--- src/rtl/ts5n28_sram_sp_init.sv ---
// ---------------------------------------------------------------------------
// ts5n28_sram_sp_init
//
// Single-port synchronous SRAM model with a built-in initialisation sweep.
// Reset is asynchronous and active high. After RST is released, the block
// writes INIT_VALUE to every word, one word per clock, starting at word 0.
// When the last word has been written, READY rises and normal read/write
// access is accepted.
//
// Parameters:
//   BITS        data word width
//   WORD_DEPTH  number of words (2..4096, any value)
//   ADD_WIDTH   address width, 2**ADD_WIDTH >= WORD_DEPTH
//   INIT_VALUE  value loaded into every word by the init sweep
//
// Ports:
//   CLK    clock, rising edge
//   RST    asynchronous active-high reset
//   CEB    chip enable, active low
//   WEB    write enable, active low (0 = write, 1 = read)
//   BWEB   per-bit write enable, active low
//   A      word address
//   D      write data
//   Q      registered read data
//   QV     high for the one cycle in which Q carries a fresh read result
//   READY  high once the init sweep has completed
//
// Configuration macro:
//   TS5N28_SRAM_SP_INIT_QZERO_EN  when defined, Q returns to zero on every
//                                 cycle that follows a non-read cycle;
//                                 otherwise Q holds the last read value.
// ---------------------------------------------------------------------------
module ts5n28_sram_sp_init #(
    parameter int                BITS       = 80,
    parameter int                WORD_DEPTH = 32,
    parameter int                ADD_WIDTH  = 5,
    parameter logic [BITS-1:0]   INIT_VALUE = '0
) (
    input  logic                 CLK,
    input  logic                 RST,
    input  logic                 CEB,
    input  logic                 WEB,
    input  logic [BITS-1:0]      BWEB,
    input  logic [ADD_WIDTH-1:0] A,
    input  logic [BITS-1:0]      D,
    output logic [BITS-1:0]      Q,
    output logic                 QV,
    output logic                 READY
);

    localparam int            CW        = (WORD_DEPTH > 1) ? $clog2(WORD_DEPTH) : 1;
    localparam logic [CW-1:0] LAST_WORD = CW'(WORD_DEPTH - 1);

    localparam logic [0:0] ST_INIT = 1'b0;
    localparam logic [0:0] ST_RUN  = 1'b1;

    logic [0:0]      state_q, state_d;
    logic [CW-1:0]   cnt_q, cnt_d;
    logic [BITS-1:0] q_q, q_d;
    logic            qv_q, qv_d;

    logic [BITS-1:0] mem [WORD_DEPTH];

    logic            addrInRange;
    logic [CW-1:0]   addrIdx;
    logic            isRead;
    logic            isWrite;
    logic            memWe;
    logic [CW-1:0]   memIdx;
    logic [BITS-1:0] memWdata;

    // The address is compared at full width so that addresses beyond the
    // array (possible when WORD_DEPTH is not a power of two) are recognised
    // before the index is narrowed to the counter width.
    assign addrInRange = (32'(A) < 32'(WORD_DEPTH));
    assign addrIdx     = CW'(A);

    // Access decode is only live in RUN; during INIT the external port is
    // ignored entirely. Out-of-range writes are dropped here, while
    // out-of-range reads still complete, returning zero with QV set.
    assign isRead  = (state_q == ST_RUN) && !CEB && WEB;
    assign isWrite = (state_q == ST_RUN) && !CEB && !WEB && addrInRange;

    // The array port is shared between the init sweep and normal writes.
    // A write merges new data into the stored word bit by bit, so BWEB
    // bits that are high keep the old contents. Writes are suppressed while
    // RST is held so that the array is only cleared by the sweep itself.
    always_comb begin
        memWe    = 1'b0;
        memIdx   = addrIdx;
        memWdata = (mem[addrIdx] & BWEB) | (D & ~BWEB);
        if (!RST) begin
            if (state_q == ST_INIT) begin
                memWe    = 1'b1;
                memIdx   = cnt_q;
                memWdata = INIT_VALUE;
            end else if (isWrite) begin
                memWe = 1'b1;
            end
        end
    end

    // The array has no reset; its contents persist until overwritten.
    always_ff @(posedge CLK) begin
        if (memWe) begin
            mem[memIdx] <= memWdata;
        end
    end

    // Next-state logic. INIT walks the counter through every word and
    // hands over to RUN after the cycle that writes the last word. RUN is
    // left only through RST. QV is a single-cycle pulse per read.
    always_comb begin
        state_d = state_q;
        cnt_d   = cnt_q;
        q_d     = q_q;
        qv_d    = 1'b0;
        if (state_q == ST_INIT) begin
            q_d = '0;
            if (cnt_q == LAST_WORD) begin
                state_d = ST_RUN;
                cnt_d   = '0;
            end else begin
                cnt_d = cnt_q + 1'b1;
            end
        end else begin
            if (isRead) begin
                q_d  = addrInRange ? mem[addrIdx] : '0;
                qv_d = 1'b1;
            end else begin
`ifdef TS5N28_SRAM_SP_INIT_QZERO_EN
                q_d = '0;
`else
                q_d = q_q;
`endif
            end
        end
    end

    // Control and output registers, asynchronously reset into INIT.
    always_ff @(posedge CLK or posedge RST) begin
        if (RST) begin
            state_q <= ST_INIT;
            cnt_q   <= '0;
            q_q     <= '0;
            qv_q    <= 1'b0;
        end else begin
            state_q <= state_d;
            cnt_q   <= cnt_d;
            q_q     <= q_d;
            qv_q    <= qv_d;
        end
    end

    assign Q     = q_q;
    assign QV    = qv_q;
    assign READY = (state_q == ST_RUN);

endmodule

--- config.mk ---
export PLATFORM = sky130hd
export DESIGN_NAME = ts5n28_sram_sp_init
export DESIGN_NICKNAME = d
export VERILOG_FILES = /design/src/rtl/ts5n28_sram_sp_init.sv
export SDC_FILE = /design/constraint.sdc
export NUM_CORES = 2
export LEC_CHECK = 0
export ABC_AREA = 1
export BUFFER_PORTS_ARGS = -buffer_cell sky130_fd_sc_hd__buf_4
export CELL_PAD_IN_SITES_DETAIL_PLACEMENT = 1
export CELL_PAD_IN_SITES_GLOBAL_PLACEMENT = 2
export CORE_UTILIZATION = 40
export DETAILED_ROUTE_END_ITERATION = 16
export PLACE_DENSITY_LB_ADDON = 0.12
export SYNTH_ARGS = -nofsm -noshare
export SYNTH_HDL_FRONTEND = slang
export SYNTH_SLANG_ARGS = --single-unit
export TNS_END_PERCENT = 20
--- constraint.sdc ---
create_clock -name CLK -period 8.4 [get_ports CLK]
set_clock_uncertainty 0.15 [all_clocks]
set_input_delay 1.26 -clock CLK [delete_from_list [all_inputs] [get_ports CLK]]
set_output_delay 1.26 -clock CLK [all_outputs]
set_load 0.01 [all_outputs]
* Yosys cells after proc, flatten, opt, wreduce, memory -nomap -nowiden
Memories as Yosys holds them, arrays and structs flattened. Index checks and enable logic that the tools add are counted.
Word-level totals: input bits 169, output and inout port bits 82, memory bits (writable) 2560, memories kept 1, logic and storage cells 33, bits in registers 87
Memories:
- mem | depth 32, bits a word 80, rd ports 1, clocked after memory_dff 0, wr ports 1, line 62 | logic [BITS-1:0] mem [WORD_DEPTH];
Cells by class: add/sub/neg operators 1, reduce and logical (&&, ||, !) cells 5, bitwise logic cells 4, equal/unequal tests 2, mux-type cells 16
Operators by type and width (number):
- two-way mux 80 bit | 4
- AND 80 bit | 2
- inverter 80 bit | 1
- bitwise OR 80 bit | 1
- two-way mux 5 bit | 3
- two-way mux 1 bit | 9
- adder 5 x 1 -> 5 bit (second input constant) | 1
- == test 5 bit (second input constant) | 1
- logical AND 1 bit | 3
- zero test 1 bit | 2
- inequality test 2 x 1 -> 1 bit (second input constant) | 1

* Longest topological paths before layout
depth in word-level cells 8, mapped depth 15, depth with buffers taken out 11

* Worst setup path after synthesis
OpenSTA, ideal clock, no wires.
path kind input to register, start input port A[0], end memory mem[16][0], enable pin, arrival time 5.555 ns, setup time 0.519 ns, stages 7, slack 2.176 ns, cells stage by stage buf_6 -> buf_6 -> buf_6 -> buf_4 -> o21ai_2 -> nand3_2 -> nor2_1
Between the ends: word-level cells in the longest chain between the ends 2
Ends and longest elaborated chain:
- start, declared | line 44 | input logic [ADD_WIDTH-1:0] A,
- two-way mux 5 bit | line 93 | if (state_q == ST_INIT) begin
- two-way mux 5 bit * | line 92 | if (!RST) begin
- end, declared | line 62
Every way passes the cells marked *; elsewhere a longest branch is shown, timed or not.

* Worst setup path after layout
start input port A[0], end memory mem[20][9] (data pin)
Between the ends: word-level cells in the longest chain between the ends 5
Ends and longest elaborated chain:
- memory (32 x 80 bit) *
- AND 80 bit * | line 91 | memWdata = (mem[addrIdx] & BWEB) | (D & ~BWEB);
- bitwise OR 80 bit * | line 91
- two-way mux 80 bit | line 93
- two-way mux 80 bit * | line 92
- via memWdata[9] | line 70 | logic [BITS-1:0] memWdata;
Mark *: on every way through the listed nets, which the timed path passes. The rest lies on a longest branch.

==> flow_summary.ini <==
[run_status]
status = finished clean

[cts]
htreeDepth = 5
ctsRootBufferMaster = clkbuf_16
cts_made_buffers = 307
cts_resized = 0
clkLatencyLatePin_ns = 0.95
tritoncts = yes
cts_hold_buf = 0
numClockSinks = 2647
clkTransAtPathRegs_ns = 0.06
cts.path.max_buffers = 4
post_cts_buffers = 0

[sta]
fmax_mhz = 210.8
relSlewSlack = 0.1578
tightest_slew_ns = 1.263
rsz0062_at_grt = no
setup_violations = 0
fin_tns_setup_ns = 0
setup_slack_ns = 3.657
fin_crit_ns = 4.743
post-route-period-util = 0.5646
slew_viol_final = 0
hold_viol = 0

[global_routing]
antenna_found_initial = 12
grt_first_pass_wirelength_um = 521400
grt_pass1_vias = 74227
track_usage = 0.2641
grt_max_degree = 192
grt_util_met2 = 0.4489
met3_usage = 0.02984
grt-busiest-layer = met2
grt-ovfl-total = 0
grt_use_met1 = 0.3621

[logic_synthesis]
yosysWarningCount = 0
yosysTopAreaCell = edfxtp_1
synth_top_area_share = 0.7148
synthCells = 9052
synth_cell_types = 29
avgSynthCellArea_um2 = 11.88
synth_edf_count = 2560
ys_top_cells_by_count = 3096 x nand2_1, 2560 x edfxtp_1, 2415 x nand3_1
syn-cell-area_mm2 = 0.1075
synth_most_common_cell = nand2_1
synth.area.top_cells = edfxtp_1 71%, nand3_1 11%, nand2_1 11%
ys_ff_latch = 2647
ys_seq_area_frac = 0.7351
synthArstFlopShare = 0.03287
synthFlopType = edfxtp_1
syn_nets = 9223

[job]
drv_cap = 0

[floorplanning]
ios = 251
die_h_um = 520.5
fp.dieW_um = 520.5
start_util = 0.4018
die_area_mm2 = 0.2709
coreArea_mm2 = 0.2677
fp-row-count = 190

[min_path]
min_path_type = in -> async

[cells_and_area]
fillers = 28014
fin_cells = 12952
final_area_mm2 = 0.1215
utilization = 0.4540
seq_area_mm2 = 0.07905
syn2layout_area_growth_pct = 13.00
multiInputGateArea_mm2 = 0.02490
drive_above_1_share = 0.08874
fin_nets = 9350

[place]
placed_area_mm2 = 0.1123
place.gp.congestion = 0.7463
post-place-ws_ns = 2.730
dp_cells = 12422
io_buffers = 250
hpwl_um = 171200

[setup_path]
cp_cell_sequence = buf_8, buf_4, buf_4, nand2_1, nand3_1, nand3_1, nand3_1, nand3_1, nand3_1, nand2_1, inv_1
critical_path_buf_inv_count = 4
slowest_delay_ns = 0.87
cp.arrival_ns = 5.18
cp_data_required_time_ns = 8.84
crit_family = buffers and inverters
worstReg2RegEnd = mem[20][17]$_DFFE_PP_
crit_top_cell = nand3_1
cpMaxStageDelayCell = buf_4
crit_type = in -> reg
r2r_start = READY$_DFF_PP0_
start_kind = primary input
cp_max_fo = 93
r2r_cells = 7
end_kind = flop
reg2reg_slack_ns = 3.87

[drt]
antenna_left = 0
drc_errors = 0
drt-wirelength-per-cell_um = 27.75
wl_um = 359400
vias_per_cell = 5.605
drt-initial-drc-count = 6088
first_pass_iters = 5
vias = 72602

[power]
power.density_mw_per_mm2 = 242.0
peakVddDrop_mv = 0.2426
p_leak_nw = 43.81
final cells by class:
class	count	area share
inverters	96	0.003387
multi-input cells	5735	0.2049
clock inverters	133	0.007856
flip-flops and latches	2647	0.6505
diodes	2	0.00004118
clock buffers	395	0.06782
repair buffers	392	0.02892
well taps	3552	0.03657
per-layer routing:
| layer | part of all wire | vias to the layer above |
|---|---|---|
| met2 | 0.49 | 1891 |
| met1 | 0.44 | 38131 |
| met5 | 0.000053 | - |
| met4 | 0.021 | 2 |
| met3 | 0.047 | 446 |
| li1 | - | 32132 |
worst max-delay path by stage:
| stage | startpoint | end | slack, ns | cells past startpoint |
|---|---|---|---|---|
| after floorplan | A[0] | mem[16][0]$_DFFE_PP_ | 2.18 | 7 |
| after detailed placement | A[0] | mem[20][9]$_DFFE_PP_ | 2.73 | 11 |
| after global placement | A[0] | mem[7][0]$_DFFE_PP_ | 2.87 | 11 |
| final | A[0] | mem[20][9]$_DFFE_PP_ | 3.66 | 11 |
| after global routing | A[0] | mem[1][9]$_DFFE_PP_ | 3.45 | 11 |
| after CTS | A[0] | mem[1][9]$_DFFE_PP_ | 3.74 | 11 |
sequential cells by signal (all words and copies together) (netlist names):
register and count:
READY 1, mem 2560, Q 80, cnt_q 5, QV 1
power breakdown:
group / total, mW / switching [mW] / internal (mW)
Clock: 12.5 / 5.27 / 7.28
Sequential: 14.8 / 0.0448 / 14.8
Combinational: 2.02 / 1.51 / 0.503
placed cells by master, fill, tap and decap left out, types with 2 or more instances in the layout:
cell | synthesis | final
bufinv_16 | 0 | 13
nand3_2 | 4 | 4
clkinv_1 | 1 | 64
clkbuf_16 | 0 | 314
nor3_1 | 2 | 2
inv_8 | 0 | 3
nor2_1 | 192 | 160
edfxtp_1 | 2560 | 2560
o21ai_1 | 6 | 6
buf_8 | 0 | 4
diode_2 | 0 | 2
o21ai_0 | 4 | 4
buf_12 | 2 | 43
nand3_1 | 2415 | 2415
clkbuf_1 | 83 | 73
inv_1 | 88 | 87
inv_2 | 6 | 2
nand2_1 | 3096 | 3096
nor2_4 | 1 | 34
or2_0 | 2 | 2
buf_4 | 88 | 344
clkbuf_8 | 0 | 8
ha_1 | 2 | 2
a21oi_1 | 6 | 3
inv_6 | 0 | 10
dfrtp_1 | 87 | 87
a21oi_2 | 0 | 3
clkinv_2 | 0 | 46
kinds of logic (layout without fill, tap and decap cells):
kind of cell / count (synthesis) / after routing / share of synthesized area
and+or+nand+nor: 5713 / 5713 / 0.2279
AOI/OAI and AO/OA: 20 / 20 / 0.001024
other: 0 / 2 / 0
DFF: 2647 / 2647 / 0.7351
adders and majority gates: 2 / 2 / 0.0002326
buffers and inverters: 670 / 1016 / 0.03580
through the flow:
step	hold WS, ns	power [mW]
floorplan	0.3199	16.32
global placement	0.3129	17.12
detailed placement	0.3179	17.16
CTS	0.1153	29.68
global route	0.1473	30.32
finish	0.1815	29.41
(Power assumes the default switching activity.)
